### src/rtl/lsu_pkg.sv
// Shared LSU op encodings, FSM states and op-class helpers.
// Optional misaligned-access trap is enabled with LSU_MISALIGN_TRAP_EN (see lsu.sv).
package lsu_pkg;

    typedef enum logic [3:0] {
        LSU_NONE = 4'h0,
        LSU_LB   = 4'h1,
        LSU_LH   = 4'h2,
        LSU_LW   = 4'h3,
        LSU_LBU  = 4'h4,
        LSU_LHU  = 4'h5,
        LSU_SB   = 4'h6,
        LSU_SH   = 4'h7,
        LSU_SW   = 4'h8
    } lsuop_e;

    typedef enum logic [1:0] {
        S_IDLE,
        S_REQ,
        S_WAIT,
        S_DONE
    } state_e;

    // Encodings 1001-1111 are treated like LSU_NONE (pass-through).
    function automatic logic is_mem_op(input logic [3:0] op);
        return (op >= 4'd1) && (op <= 4'd8);
    endfunction

    function automatic logic is_store_op(input logic [3:0] op);
        return (op >= 4'd6) && (op <= 4'd8);
    endfunction

endpackage

### src/rtl/lsu_load_align.sv
// Combinational load-data lane select and sign/zero extension.
// Independent of LSU_MISALIGN_TRAP_EN: halfword uses a[1], word ignores a[1:0].
module lsu_load_align
    import lsu_pkg::*;
(
    input  logic [31:0] i_rdata,
    input  logic [1:0]  i_addr_lo,
    input  logic [3:0]  i_lsuop,
    output logic [31:0] o_data
);

    logic [31:0] w_shift;
    logic [7:0]  w_byte;
    logic [15:0] w_half;

    always_comb begin
        w_shift = i_rdata >> {i_addr_lo, 3'b000};
        w_byte  = w_shift[7:0];
        w_half  = i_addr_lo[1] ? i_rdata[31:16] : i_rdata[15:0];
        o_data  = '0;
        case (i_lsuop)
            LSU_LB:  o_data = {{24{w_byte[7]}}, w_byte};
            LSU_LH:  o_data = {{16{w_half[15]}}, w_half};
            LSU_LW:  o_data = i_rdata;
            LSU_LBU: o_data = {24'h0, w_byte};
            LSU_LHU: o_data = {16'h0, w_half};
            default: o_data = '0;
        endcase
    end

endmodule

### src/rtl/lsu.sv
// Load/store stage: one transaction on a valid/ready data bus, result handed to WBU.
// Define LSU_MISALIGN_TRAP_EN to trap misaligned LH/LHU/SH/LW/SW without a bus request.
module lsu
    import lsu_pkg::*;
(
    input  logic        i_clk,
    input  logic        i_rst,
    input  logic        i_exu_valid,
    output logic        o_lsu_ready,
    input  logic [3:0]  i_exu_lsuop,
    input  logic [31:0] i_exu_aluout,
    input  logic [31:0] i_exu_rs2_data,
    input  logic [3:0]  i_exu_rd,
    input  logic        i_exu_wen,
    output logic        o_mem_req_valid,
    input  logic        i_mem_req_ready,
    output logic [31:0] o_mem_addr,
    output logic        o_mem_wen,
    output logic [31:0] o_mem_wdata,
    output logic [3:0]  o_mem_wmask,
    input  logic        i_mem_resp_valid,
    input  logic [31:0] i_mem_rdata,
    output logic        o_lsu_valid,
    input  logic        i_wbu_ready,
    output logic [3:0]  o_lsu_rd,
    output logic        o_lsu_wen,
    output logic [31:0] o_lsu_wdata,
    output logic        o_lsu_err
);

    state_e      r_state, w_next;
    logic [3:0]  r_op;
    logic [31:0] r_addr;
    logic [31:0] r_mem_wdata;
    logic [3:0]  r_mem_wmask;
    logic [3:0]  r_rd;
    logic        r_wen;
    logic [31:0] r_result;
    logic        r_err;

    logic        w_accept;
    logic        w_is_mem;
    logic        w_is_store;
    logic        w_misalign;
    logic [31:0] w_st_wdata;
    logic [3:0]  w_st_wmask;
    logic [31:0] w_load_data;

    assign w_accept   = (r_state == S_IDLE) && i_exu_valid;
    assign w_is_mem   = is_mem_op(i_exu_lsuop);
    assign w_is_store = is_store_op(i_exu_lsuop);

`ifdef LSU_MISALIGN_TRAP_EN
    assign w_misalign =
        (((i_exu_lsuop == LSU_LH) || (i_exu_lsuop == LSU_LHU) || (i_exu_lsuop == LSU_SH))
            && i_exu_aluout[0]) ||
        (((i_exu_lsuop == LSU_LW) || (i_exu_lsuop == LSU_SW))
            && (i_exu_aluout[1:0] != 2'b00));
`else
    assign w_misalign = 1'b0;
`endif

    always_comb begin
        w_st_wdata = '0;
        w_st_wmask = '0;
        case (i_exu_lsuop)
            LSU_SB: begin
                w_st_wdata = {4{i_exu_rs2_data[7:0]}};
                w_st_wmask = 4'b0001 << i_exu_aluout[1:0];
            end
            LSU_SH: begin
                w_st_wdata = {2{i_exu_rs2_data[15:0]}};
                w_st_wmask = i_exu_aluout[1] ? 4'b1100 : 4'b0011;
            end
            LSU_SW: begin
                w_st_wdata = i_exu_rs2_data;
                w_st_wmask = 4'b1111;
            end
            default: ;
        endcase
    end

    lsu_load_align u_load_align (
        .i_rdata   (i_mem_rdata),
        .i_addr_lo (r_addr[1:0]),
        .i_lsuop   (r_op),
        .o_data    (w_load_data)
    );

    always_comb begin
        w_next = r_state;
        case (r_state)
            S_IDLE: if (i_exu_valid) w_next = (w_is_mem && !w_misalign) ? S_REQ : S_DONE;
            S_REQ:  if (i_mem_req_ready) w_next = S_WAIT;
            S_WAIT: if (i_mem_resp_valid) w_next = S_DONE;
            S_DONE: if (i_wbu_ready) w_next = S_IDLE;
            default: w_next = S_IDLE;
        endcase
    end

    always_ff @(posedge i_clk or negedge i_rst) begin
        if (!i_rst) r_state <= S_IDLE;
        else        r_state <= w_next;
    end

    // Result defaults to the ALU value so pass-through and trap cases need no extra path.
    always_ff @(posedge i_clk or negedge i_rst) begin
        if (!i_rst) begin
            r_op        <= '0;
            r_addr      <= '0;
            r_mem_wdata <= '0;
            r_mem_wmask <= '0;
            r_rd        <= '0;
            r_wen       <= 1'b0;
            r_result    <= '0;
            r_err       <= 1'b0;
        end else if (w_accept) begin
            r_op        <= i_exu_lsuop;
            r_addr      <= i_exu_aluout;
            r_mem_wdata <= w_st_wdata;
            r_mem_wmask <= w_st_wmask;
            r_rd        <= i_exu_rd;
            r_wen       <= i_exu_wen && !w_is_store && !w_misalign;
            r_result    <= i_exu_aluout;
            r_err       <= w_misalign;
        end else if ((r_state == S_WAIT) && i_mem_resp_valid && !is_store_op(r_op)) begin
            r_result    <= w_load_data;
        end
    end

    assign o_lsu_ready     = (r_state == S_IDLE);
    assign o_mem_req_valid = (r_state == S_REQ);
    assign o_lsu_valid     = (r_state == S_DONE);
    assign o_mem_addr      = {r_addr[31:2], 2'b00};
    assign o_mem_wen       = is_store_op(r_op);
    assign o_mem_wdata     = r_mem_wdata;
    assign o_mem_wmask     = r_mem_wmask;
    assign o_lsu_rd        = r_rd;
    assign o_lsu_wen       = r_wen;
    assign o_lsu_wdata     = r_result;
    assign o_lsu_err       = r_err;

endmodule

### config.mk
export PLATFORM = sky130hd
export DESIGN_NAME = lsu
export DESIGN_NICKNAME = d
export VERILOG_FILES = /design/src/rtl/lsu_pkg.sv /design/src/rtl/lsu_load_align.sv /design/src/rtl/lsu.sv
export SDC_FILE = /design/constraint.sdc
export NUM_CORES = 1
export LEC_CHECK = 0
export CAP_MARGIN = 20
export CORE_UTILIZATION = 49
export CTS_CLUSTER_DIAMETER = 200
export DETAILED_ROUTE_END_ITERATION = 12
export PLACE_DENSITY = 0.92
export SETUP_SLACK_MARGIN = 0.4
export SYNTH_ARGS = -nofsm -noshare
export SYNTH_HDL_FRONTEND = slang
export SYNTH_HIERARCHICAL = 1
export SYNTH_SLANG_ARGS = --single-unit
### constraint.sdc
create_clock -name i_clk -period 6.07 [get_ports i_clk]
set_input_delay 1.821 -clock i_clk [delete_from_list [all_inputs] [get_ports i_clk]]
set_output_delay 1.821 -clock i_clk [all_outputs]
set_load 0.03 [all_outputs]
Word level (Yosys, flattened, before mapping)
Cells that the tools add are included.
{"block": "word_totals", "register_bits": 111, "out_inout_bits": 110}
{"block": "classes", "shift": 2, "n_reduce_logical": 12, "n_lt_le_gt_ge": 5, "n_eq_ne": 15, "mux": 13}
{"op": "$pmux W32 S5", "n": 1}
{"op": "$pmux W32 S3", "n": 1}
{"op": "$mux W32", "n": 2}
{"op": "$shr A32 B5 Y8", "n": 1}
{"op": "$eq A4 B3 Y1 const B", "n": 4}
{"op": "$mux W16", "n": 1}
{"op": "$pmux W4 S3", "n": 1}
{"op": "$mux W2", "n": 5}
{"op": "$eq A4 B2 Y1 const B", "n": 2}
{"op": "$ge A4 B3 Y1 const B", "n": 2}
{"op": "$le A4 B4 Y1 const B", "n": 2}
{"op": "$pmux W2 S4", "n": 1}
{"op": "$logic_and A1 B1 Y1", "n": 7}
{"op": "$eq A2 B2 Y1 const B", "n": 2}
{"op": "$eq A4 B1 Y1 const B", "n": 1}
{"op": "$eq A4 B4 Y1 const B", "n": 1}
{"op": "$ge A4 B1 Y1 const B", "n": 1}
{"op": "$mux W4", "n": 1}
{"op": "$ne A2 B1 Y1 const B", "n": 2}
{"op": "$ne A2 B2 Y1 const B", "n": 2}
{"op": "$reduce_and A4 Y1", "n": 1}
{"op": "$shl A1 B2 Y4 const A", "n": 1}
{"op": "$eq A2 B1 Y1 const B", "n": 1}
{"op": "$logic_not A1 Y1", "n": 2}
{"op": "2 further kinds", "n": 2}

Logic depth before layout (Yosys ltp)
{"block": "logic_depth", "word_depth": 6, "depth_mapped": 7, "mapped_depth_nobuf": 5}

By module
Netlist, hierarchy kept.
{"mod": "lsu", "cells_each": 554, "instances": 1, "area_per_inst_um2": 5333.9}
{"mod": "lsu_load_align", "cells_each": 100, "instances": 1, "area_per_inst_um2": 767.0}

Least setup slack after synthesis
OpenSTA, ideal clock, no wires.
{"block": "synth_path", "path_type": "register to output", "startpoint": "reg r_op[2]", "endpoint": "out o_mem_wen", "t_required_ps": 4249, "path_stages_with_launch": 5, "n_path_buf": 2, "path_slack_ps": 2729, "arrival_ps": 1520, "path_cell_list": "dfrtp_1 -> or4b_1 -> clkbuf_1 -> buf_2 -> nand2_1"}
{"block": "synth_via", "elab_chain_len": 2, "elab_cells_between_ends": 3, "classes_between": "order compare: 2; reduce/logical: 1"}
{"item": "start, declared", "line": "lsu.sv:32", "text": "logic [3:0] r_op;"}
{"item": "start signal, assigned", "line": "lsu.sv:118", "text": "r_op <= i_exu_lsuop;"}
{"item": "$ge A4 B3 Y1 / $le A4 B4 Y1 (equally long branches)", "line": "lsu_pkg.sv:30", "text": "return (op >= 4'd6) && (op <= 4'd8);"}
{"item": "$logic_and A1 B1 Y1 (*)", "line": "lsu_pkg.sv:30"}
{"item": "end, declared", "line": "lsu.sv:18", "text": "output logic o_mem_wen,"}
Mark *: on every way between the ends. The rest lies on a longest branch, timed or not.

Worst setup path in the final report
{"block": "layout_path", "startpoint": "reg r_op[0]", "endpoint": "out o_mem_wen"}
The elaborated chain is that of the path after synthesis.

==> run_summary.xml <==
<?xml version="1.0" encoding="UTF-8"?>
<metrics>
  <group name="yosys">
    <metric name="post_synth_num_cell_types" unit="">55</metric>
    <metric name="syn_inst" unit="">654</metric>
    <metric name="netlist_area" unit="mm²">0.00610</metric>
    <metric name="async_flop_share" unit="%">100</metric>
    <metric name="yosysTopAreaCellShare" unit="%">45.5</metric>
    <metric name="synth_edf_count" unit="">0</metric>
    <metric name="synth.yosys.warnings" unit="">6</metric>
    <metric name="netlist.top_cell.by_area" unit="">sky130_fd_sc_hd__dfrtp_1</metric>
    <metric name="synthTopCellsByArea" unit="">sky130_fd_sc_hd__dfrtp_1 (46%), sky130_fd_sc_hd__nand2_1 (7.8%), sky130_fd_sc_hd__o31ai_1 (4.9%)</metric>
    <metric name="synth-seq-area-share" unit="%">45.5</metric>
    <metric name="post_synthesis_area_per_instance" unit="µm²">9.33</metric>
    <metric name="yosys_most_used_dff" unit="">sky130_fd_sc_hd__dfrtp_1</metric>
    <metric name="number_of_flip_flops_and_latches_in_the_synthesized_netlist" unit="">111</metric>
  </group>
  <group name="timing">
    <metric name="final_hold_viol_count" unit="">0</metric>
    <metric name="setup-tns-final" unit="ps">0</metric>
    <metric name="fin_skew" unit="ps">8.89</metric>
    <metric name="final_period_util" unit="%">79.9</metric>
    <metric name="maxClockFrequency" unit="MHz">206</metric>
    <metric name="drv_slew" unit="">0</metric>
    <metric name="final.min_clock_period" unit="ps">4850</metric>
    <metric name="slew_headroom" unit="%">27.0</metric>
    <metric name="setup_viol_count_final" unit="">0</metric>
    <metric name="rsz_0062_raised_after_global_routing" unit="">false</metric>
    <metric name="timing_worst_slew_pin_value" unit="ps">1100</metric>
  </group>
  <group name="drt">
    <metric name="dr_vias_cell" unit="">5.90</metric>
    <metric name="drt-total-wl" unit="µm">18300</metric>
    <metric name="pre_antenna_drt_iters" unit="">5</metric>
    <metric name="detail_route.drc_violations" unit="">0</metric>
    <metric name="drt-wirelength-per-cell" unit="µm">18.8</metric>
    <metric name="iteration_0_drc_count_of_the_detailed_router" unit="">448</metric>
    <metric name="ant_nets" unit="">0</metric>
    <metric name="detailroute.via_count" unit="">5737</metric>
  </group>
  <group name="placement">
    <metric name="buffers_added_on_ports" unit="">217</metric>
    <metric name="gp_routability_congestion" unit="">0.913</metric>
    <metric name="hpwlAfterDp" unit="µm">12900</metric>
  </group>
  <group name="clocking">
    <metric name="clock-sinks" unit="">111</metric>
    <metric name="cts_buffer_depth" unit="">2</metric>
    <metric name="cts_tree" unit="">yes</metric>
    <metric name="clock_insertion_delay_at_the_later_pin_of_the_skew_report" unit="ps">350</metric>
    <metric name="post_cts_setup_driven_buffer_insertion_count" unit="">0</metric>
    <metric name="cts_htree_levels" unit="">3</metric>
    <metric name="cts.hold.buffers_added" unit="">0</metric>
    <metric name="postCtsResizedCells" unit="">0</metric>
    <metric name="clkSlewWorstSetupHoldPaths" unit="ps">70</metric>
    <metric name="clock-root-buffer" unit="">sky130_fd_sc_hd__clkbuf_16</metric>
    <metric name="cts_made_buffers" unit="">9</metric>
  </group>
  <group name="grt">
    <metric name="grt_start_max_net_pins" unit="">88</metric>
    <metric name="use_met1" unit="%">37.9</metric>
    <metric name="met2_capacity_usage_during_global_routing" unit="%">45.8</metric>
    <metric name="grt_usage" unit="%">28.3</metric>
    <metric name="gr-usage-met3" unit="%">5.63</metric>
    <metric name="grt_first_pass_wirelength" unit="µm">28700</metric>
    <metric name="grt_most_used_layer" unit="">met2</metric>
    <metric name="grt-ovfl-total" unit="">0</metric>
    <metric name="antenna_violations_before_repair" unit="">0</metric>
    <metric name="via_count_of_the_first_global_routing_pass" unit="">5534</metric>
  </group>
  <group name="critical_path">
    <metric name="cpLargestDelayFamily" unit="">simple AND/OR/NAND/NOR gates</metric>
    <metric name="critical_path.endpoint_type" unit="">output pin</metric>
    <metric name="critical_path.slowest_cell" unit="">sky130_fd_sc_hd__or4b_1</metric>
    <metric name="r2r_setup_slack" unit="ps">3470</metric>
    <metric name="cp_num_buf_inv" unit="">1</metric>
    <metric name="critical_path_class" unit="">flop to output pin</metric>
    <metric name="worst-path-max-fanout" unit="">33</metric>
    <metric name="critical_path.cell_chain" unit="">or4b_1 &gt; nand2_1 &gt; clkdlybuf4s50_1</metric>
    <metric name="cp-start-kind" unit="">flop</metric>
    <metric name="critical_path_arrival" unit="ps">3030</metric>
    <metric name="worst_ep_required_time" unit="ps">4250</metric>
    <metric name="cpPeakStageDelay" unit="ps">1110</metric>
  </group>
  <group name="cells_and_area">
    <metric name="layout.filler_cells" unit="">913</metric>
    <metric name="areaGrowthSynthToFinish" unit="%">37.0</metric>
    <metric name="layout-drive-gt1-share" unit="%">6.97</metric>
    <metric name="antenna-diode-count" unit="">0</metric>
    <metric name="fin_nets" unit="">916</metric>
    <metric name="final_common_cell" unit="">sky130_fd_sc_hd__clkdlybuf4s50_1</metric>
    <metric name="layout.cells.most_common_list" unit="">sky130_fd_sc_hd__clkdlybuf4s50_1 (216), sky130_fd_sc_hd__nand2_1 (126), sky130_fd_sc_hd__dfrtp_1 (111)</metric>
  </group>
  <group name="worst_hold_path">
    <metric name="timing.hold.worst.class" unit="">flop to flop</metric>
  </group>
  <group name="floorplan">
    <metric name="num_io_pins" unit="">221</metric>
    <metric name="die-height" unit="µm">114</metric>
    <metric name="placement_row_count" unit="">40</metric>
    <metric name="core" unit="mm²">0.0121</metric>
    <metric name="floorplan.die.width" unit="µm">114</metric>
    <metric name="effective_utilization_at_floorplan" unit="%">50.6</metric>
    <metric name="dieArea" unit="mm²">0.0129</metric>
  </group>
  <group name="power">
    <metric name="design_power_total" unit="W">0.00446</metric>
    <metric name="static-leakage-power" unit="nW">3.57</metric>
    <metric name="irDropWorstVdd" unit="µV">557</metric>
    <metric name="power_dens_cells" unit="mW/mm²">534</metric>
  </group>
  <group name="outcome">
    <metric name="outcome" unit="">finished clean</metric>
  </group>
  <group name="run">
    <metric name="timing.max_cap.violations" unit="">0</metric>
  </group>
</metrics>
==> metrics by stage <==
step / hold WS, ps / util [%] / setup slack (ps) / cells / cell area [µm²]
after global routing: 503 / 69.3 / 1120 / 972 / 8360
after floorplan: 440 / - / 2730 / 656 / 6110
after detailed placement: 461 / 66.6 / 1620 / 955 / 8040
final: 475 / 69.3 / 1220 / 972 / 8360
after CTS: 479 / 68.9 / 1240 / 970 / 8310
after global placement: 457 / 66.6 / 1700 / 955 / 8040
==> where the power goes <==
part           switching, W  internal [W]
Clock              0.000285      0.000284
Combinational       0.00149       0.00106
Sequential         0.000268       0.00108
==> logic make-up (layout without fill, tap and decap cells) <==
logic type | count (synthesis) | in the layout | synth area share (%)
AND/OR/NAND/NOR | 263 | 263 | 20.5
AO/OA/AOI/OAI | 149 | 149 | 19.1
flip-flops | 111 | 111 | 45.5
buffers and inverters | 97 | 245 | 8.82
multiplexers | 27 | 27 | 4.84
adder cells (fa/ha/maj) | 5 | 5 | 1.03
other | 1 | 3 | 0.0615
XOR/XNOR | 1 | 1 | 0.144
==> cell usage after synthesis, types with 2 or more instances <==
library cell	number
sky130_fd_sc_hd__nor3b_1	2
sky130_fd_sc_hd__and3b_1	2
sky130_fd_sc_hd__a221o_1	16
sky130_fd_sc_hd__mux2i_1	16
sky130_fd_sc_hd__nor4b_2	2
sky130_fd_sc_hd__ha_1	5
sky130_fd_sc_hd__buf_2	17
sky130_fd_sc_hd__clkbuf_2	2
sky130_fd_sc_hd__o21ai_0	19
sky130_fd_sc_hd__a22o_1	8
sky130_fd_sc_hd__nor2_1	53
sky130_fd_sc_hd__clkbuf_1	36
sky130_fd_sc_hd__a221oi_1	8
sky130_fd_sc_hd__nand2_1	126
sky130_fd_sc_hd__mux2_2	10
sky130_fd_sc_hd__a32oi_1	7
sky130_fd_sc_hd__a31oi_1	32
sky130_fd_sc_hd__a221o_2	9
sky130_fd_sc_hd__buf_6	2
sky130_fd_sc_hd__and2_1	2
sky130_fd_sc_hd__nand3b_1	2
sky130_fd_sc_hd__inv_1	5
sky130_fd_sc_hd__nor2b_1	21
sky130_fd_sc_hd__o31ai_1	40
sky130_fd_sc_hd__nand3_1	3
sky130_fd_sc_hd__nor3_1	8
sky130_fd_sc_hd__nand4_1	31
sky130_fd_sc_hd__buf_4	33
sky130_fd_sc_hd__dfrtp_1	111
==> state kept, by name (all words and copies together), names as in the netlist <==
signal	cells
o_mem_wmask	4
o_lsu_wen	1
o_mem_wdata	32
o_lsu_rd	4
r_op	4
o_lsu_wdata	32
r_addr	32
r_state	2
==> per-layer routing <==
layer | vias to the layer above | part of all wire, %
li1 | 2639 | -
met1 | 2770 | 42
met2 | 289 | 47
met3 | 39 | 7.7
met4 | 0 | 2.5
met5 | - | 0
==> worst reg2reg max path: stages (launching register included) <==
cell                      delay [ps]
sky130_fd_sc_hd__dfrtp_1         410
sky130_fd_sc_hd__inv_1           110
sky130_fd_sc_hd__ha_1            260
sky130_fd_sc_hd__nand2_4         690
sky130_fd_sc_hd__buf_4           690
sky130_fd_sc_hd__nor2_1          150
sky130_fd_sc_hd__a31oi_1         200
==> worst paths after layout <==
kind	endpoint	depth (start not counted)	start
worst max-delay path	o_mem_wen	3	r_op[0]
worst min-delay path	r_addr[14]	2	r_addr[14]
worst max register to register	o_lsu_wdata[25]	6	r_state[1]
worst min register to register	r_addr[14]	2	r_addr[14]
max in group asynchronous	r_addr[19]	2	i_rst
min in group asynchronous	r_addr[9]	1	i_rst
==> cell type report <==
class / count / area (µm²) / area share (%)
Tap cell: 168 / 210 / 2.52
Clock buffer: 9 / 225 / 2.70
Multi-Input combinational cell: 448 / 2810 / 33.7
Sequential cell: 111 / 2780 / 33.2
Clock inverter: 6 / 53.8 / 0.644
Inverter: 5 / 18.8 / 0.225
Timing Repair Buffer: 225 / 2260 / 27.0
No activity file was read; power rests on OpenSTA's default activity.
